===== config.mk =====
export PLATFORM = sky130hd
export DESIGN_NAME = ex_hazard_ctrl
export DESIGN_NICKNAME = d
export VERILOG_FILES = /design/src/rtl/ex_hazard_ctrl.sv
export SDC_FILE = /design/constraint.sdc
export NUM_CORES = 1
export LEC_CHECK = 0
export BUFFER_PORTS_ARGS = -buffer_cell sky130_fd_sc_hd__buf_2
export CORE_AREA = 2 2 39 41
export DETAILED_ROUTE_END_ITERATION = 8
export DIE_AREA = 0 0 41 43
export SKIP_CTS_REPAIR_TIMING = 1
export SKIP_LAST_GASP = 1
export SLEW_MARGIN = 20
export SYNTH_ARGS = -nofsm -noshare
export SYNTH_HDL_FRONTEND = slang
export SYNTH_SLANG_ARGS = --single-unit

===== constraint.sdc =====
create_clock -name clk -period 2.05 [get_ports clk]
set_clock_uncertainty 0.15 [all_clocks]
set_input_delay 0.41 -clock clk [delete_from_list [all_inputs] [get_ports clk]]
set_output_delay 0.41 -clock clk [all_outputs]
set_load 0.01 [all_outputs]

===== src/rtl/ex_hazard_ctrl.sv =====
// Hazard/sequencing controller around EX: load-use interlock, redirect flush,
// multi-cycle EX hold. Define STALL_PERF_CNT_EN to add stall/flush counters.
module ex_hazard_ctrl #(
  parameter int RF_ADDRESS = 5,
  parameter int MD_LAT     = 4,
  parameter int CNT_W      = 32
) (
  input  logic                  clk,
  input  logic                  reset,
  input  logic [RF_ADDRESS-1:0] id_rs1,
  input  logic [RF_ADDRESS-1:0] id_rs2,
  input  logic                  id_uses_rs1,
  input  logic                  id_uses_rs2,
  input  logic [RF_ADDRESS-1:0] idex_rd,
  input  logic                  idex_memread,
  input  logic                  ex_redirect,
  input  logic                  ex_md_op,
  output logic                  pc_write,
  output logic                  ifid_write,
  output logic                  idex_write,
  output logic                  idex_bubble,
  output logic                  ifid_flush,
  output logic                  exmem_bubble,
  output logic                  md_busy,
  output logic                  md_done
`ifdef STALL_PERF_CNT_EN
  ,
  output logic [CNT_W-1:0]      stall_cycles,
  output logic [CNT_W-1:0]      flush_count
`endif
);

  localparam int CW = $clog2(MD_LAT + 1);

  localparam logic [0:0] RUN     = 1'b0;
  localparam logic [0:0] MD_BUSY = 1'b1;

  // Entry cycle counts as the first EX cycle, and the final cycle is the one
  // seen with the counter at zero, hence MD_LAT-2.
  localparam logic [CW-1:0] MD_LOAD = (MD_LAT > 1) ? CW'(MD_LAT - 2) : '0;

  logic [0:0]    state;
  logic [0:0]    state_nxt;
  logic [CW-1:0] md_cnt;
  logic [CW-1:0] md_cnt_nxt;
  logic          load_use;

  always_comb begin
    load_use = idex_memread && (idex_rd != '0) &&
               ((id_uses_rs1 && (idex_rd == id_rs1)) ||
                (id_uses_rs2 && (idex_rd == id_rs2)));
  end

  always_comb begin
    pc_write     = 1'b1;
    ifid_write   = 1'b1;
    idex_write   = 1'b1;
    idex_bubble  = 1'b0;
    ifid_flush   = 1'b0;
    exmem_bubble = 1'b0;
    md_busy      = 1'b0;
    md_done      = 1'b0;
    state_nxt    = state;
    md_cnt_nxt   = md_cnt;

    if (reset) begin
      state_nxt  = RUN;
      md_cnt_nxt = '0;
    end else begin
      case (state)
        RUN: begin
          if (ex_redirect) begin
            ifid_flush  = 1'b1;
            idex_bubble = 1'b1;
          end else if (ex_md_op && (MD_LAT > 1)) begin
            pc_write     = 1'b0;
            ifid_write   = 1'b0;
            idex_write   = 1'b0;
            exmem_bubble = 1'b1;
            md_busy      = 1'b1;
            state_nxt    = MD_BUSY;
            md_cnt_nxt   = MD_LOAD;
          end else begin
            // Single-cycle MD op completes like any other instruction.
            md_done = ex_md_op;
            if (load_use) begin
              pc_write    = 1'b0;
              ifid_write  = 1'b0;
              idex_bubble = 1'b1;
            end
          end
        end
        MD_BUSY: begin
          md_busy = 1'b1;
          if (md_cnt == '0) begin
            md_done   = 1'b1;
            state_nxt = RUN;
          end else begin
            pc_write     = 1'b0;
            ifid_write   = 1'b0;
            idex_write   = 1'b0;
            exmem_bubble = 1'b1;
            md_cnt_nxt   = md_cnt - 1'b1;
          end
        end
        default: begin
          state_nxt  = RUN;
          md_cnt_nxt = '0;
        end
      endcase
    end
  end

  always_ff @(posedge clk) begin
    if (reset) begin
      state  <= RUN;
      md_cnt <= '0;
    end else begin
      state  <= state_nxt;
      md_cnt <= md_cnt_nxt;
    end
  end

`ifdef STALL_PERF_CNT_EN
  always_ff @(posedge clk) begin
    if (reset) begin
      stall_cycles <= '0;
      flush_count  <= '0;
    end else begin
      if (!pc_write && (stall_cycles != '1))
        stall_cycles <= stall_cycles + 1'b1;
      if (ifid_flush && (flush_count != '1))
        flush_count <= flush_count + 1'b1;
    end
  end
`endif

endmodule


==> impl_metrics.toml <==
[place]
place_hpwl_um = 845
place_area_um2 = 584
place_congestion = 0.684
numPortBuffers = 29

[sta]
setup_viol_count_final = 3
rsz0062_at_grt = "true"
slew_headroom_pct = 72.6
setup_slack_ps = -88.4
max_freq_mhz = 468
worst_pin_slew_ps = 411
period_share_pct = 104
slew_violations = 0
hold_viol = 0
whs_ps = 329
fin_crit_ps = 2140

[synth]
ys_seq_elements = 4
synthCells = 51
syn_avg_cell_area_um2 = 7.61
synthMostInstantiatedCell = "xnor2_1"
yosysWarnings = 0
synth_area_leaders = "xnor2_1 23%, dfxtp_1 21%, ha_1 6.5%, a21oi_1 5.2%, inv_1 4.8%"
seq_area_frac_synth_pct = 20.6
syn_nets = 75
synthArstFlopShare_pct = 0
yosys-top-cells-count = "10 x xnor2_1, 5 x inv_1, 4 x a21oi_1, 4 x dfxtp_1, 4 x nor2_1"
synth-main-ff-cell = "dfxtp_1"
ys_types = 24
synth_area_um2 = 388
synth_top_area_cell = "xnor2_1"
synth_top_area_share_pct = 22.6
synth_edf_count = 0

[die]
coreArea_um2 = 1380
die_x_um = 41
io_pins = 30
die_y_um = 43
dieArea_um2 = 1760
initial_core_util_pct = 28.0
fp-row-count = 14

[hold_path]
worstHoldPathCells = 2
hp-class = "flop to flop"

[clock_network]
cts-root-buf = "clkbuf_4"
clock_latency_ps = 230
path_clk_slew_ps = 40
cts_made_buffers = 3
cts_sinks = 4
cts_tree = "done"
h-tree-depth = 1
clockBufferDepth = 2

[worst_setup_path]
cp.arrival_ps = 1580
cp-end-kind = "output pin"
critPathKind = "input pin to output pin"
worstPathRequired_ps = 1490
ff2ff_path_depth = 5
path_max_fanout = 2
startpoint_type = "input pin"

[route]
drcViolationCount = 0
drtPass1Iterations = 4
post_drt_wl_per_cell_um = 10.5
num_vias = 470
viasPerCell = 4.65
postRouteAntennaNets = 0
drtIter0Drc = 4
drt_wl_total_mm = 1.06

[global_routing]
grt_pass1_wl_mm = 1.54
grt_start_max_net_pins = 10
overflow = 0
grtUsageTotal_pct = 12.5
grt_pass1_vias = 436
grt_antenna_before_repair = 0

[flow_run]
maxCapViolCount = 0

[power_and_ir_drop]
power_leakage_nw = 0.288
p_per_area_nw_per_um2 = 476
ir_drop_v = 0.000151

[outcome]
outcome = "finished, violations left"
violations = "negative setup slack"

[cells_and_area]
synthToLayoutAreaGrowth_pct = 71.0
nFillCells = 135
final_area_um2 = 663
regArea_um2 = 80.1
n_antenna_cell = 0
nNetsFinal = 111
multi_input_area_um2 = 334
drive_gt1_share_pct = 54.1
cells in the final DEF (no fill, tap or decap):
| master | count |
|---|---|
| o22ai_1 | 1 |
| nor3_1 | 1 |
| buf_2 | 27 |
| nand2b_4 | 1 |
| a21oi_2 | 1 |
| nor4_2 | 1 |
| inv_1 | 5 |
| o21ai_4 | 1 |
| o21a_1 | 1 |
| xnor2_1 | 10 |
| nand2_1 | 2 |
| nor2_2 | 1 |
| ha_2 | 1 |
| buf_6 | 2 |
| ha_1 | 1 |
| a21oi_1 | 3 |
| nor3_2 | 1 |
| a311oi_1 | 1 |
| or2_2 | 1 |
| dfxtp_1 | 4 |
| clkbuf_4 | 3 |
| a21o_1 | 1 |
| or4b_1 | 1 |
| buf_4 | 4 |
| or4_4 | 1 |
| nand4_1 | 2 |
| nand3_1 | 1 |
| o21ai_0 | 2 |
| a2111oi_4 | 1 |
| nor2_1 | 3 |
worst max-delay path, stage by stage:
cell	delay, ps
buf_6	90
or4_4	530
o21ai_4	180
a2111oi_4	70
a21oi_2	150
buf_2	140
layout make-up:
| type | instances | share of cell area (%) |
|---|---|---|
| Clock buffer | 3 | 3.40 |
| Sequential cell | 4 | 12.1 |
| Multi-Input combinational cell | 40 | 50.4 |
| Inverter | 5 | 2.83 |
| Timing Repair Buffer | 33 | 28.3 |
| Tap cell | 16 | 3.02 |
state kept, by name (all words and copies together) (netlist names):
| register | flops |
|---|---|
| md_cnt | 3 |
| state | 1 |
stage by stage:
stage / power [W] / util [%] / instances / setup WS (ps) / TNS, ps
after floorplan: 0.000155 / - / 51 / -3.25 / -3.25
after global placement: 0.000202 / 42.2 / 98 / -87.4 / -187
after detailed placement: 0.000203 / 42.2 / 98 / -112 / -278
after CTS: 0.000306 / 43.9 / 101 / -172 / -794
after global routing: 0.000342 / 47.9 / 101 / -138 / -460
final: 0.000316 / 47.9 / 101 / -88.4 / -244
report_power, final:
| part | total, W | internal, W | switching [W] |
|---|---|---|---|
| clock network | 0.0000969 | 0.0000655 | 0.0000315 |
| logic | 0.000131 | 0.0000673 | 0.0000637 |
| registers | 0.0000879 | 0.0000838 | 0.00000413 |
| total | 0.000316 | 0.000217 | 0.0000993 |
routing by layer:
metal	global-route usage, %	share of wire (%)	up-vias
met2	22.2	58	21
met5	0	0	-
met3	2.09	8.8	0
met4	8.00	0	0
met1	12.2	34	203
li1	-	-	246
worst paths after layout:
path         slack, ps          to       start
max                -90  ifid_write  idex_rd[4]
min reg2reg        330   md_cnt[0]   md_cnt[0]
min                330   md_cnt[0]   md_cnt[0]
max reg2reg        570   md_cnt[1]   md_cnt[0]
cells by family after synthesis:
kind of cell,synth area share [%]
flip-flops,20.6
adder cells (fa/ha/maj),6.45
AND/OR/NAND/NOR,22.3
AO/OA/AOI/OAI,20.0
buffers and inverters,8.06
XOR/XNOR,22.6
No activity file was read; power rests on OpenSTA's default activity.
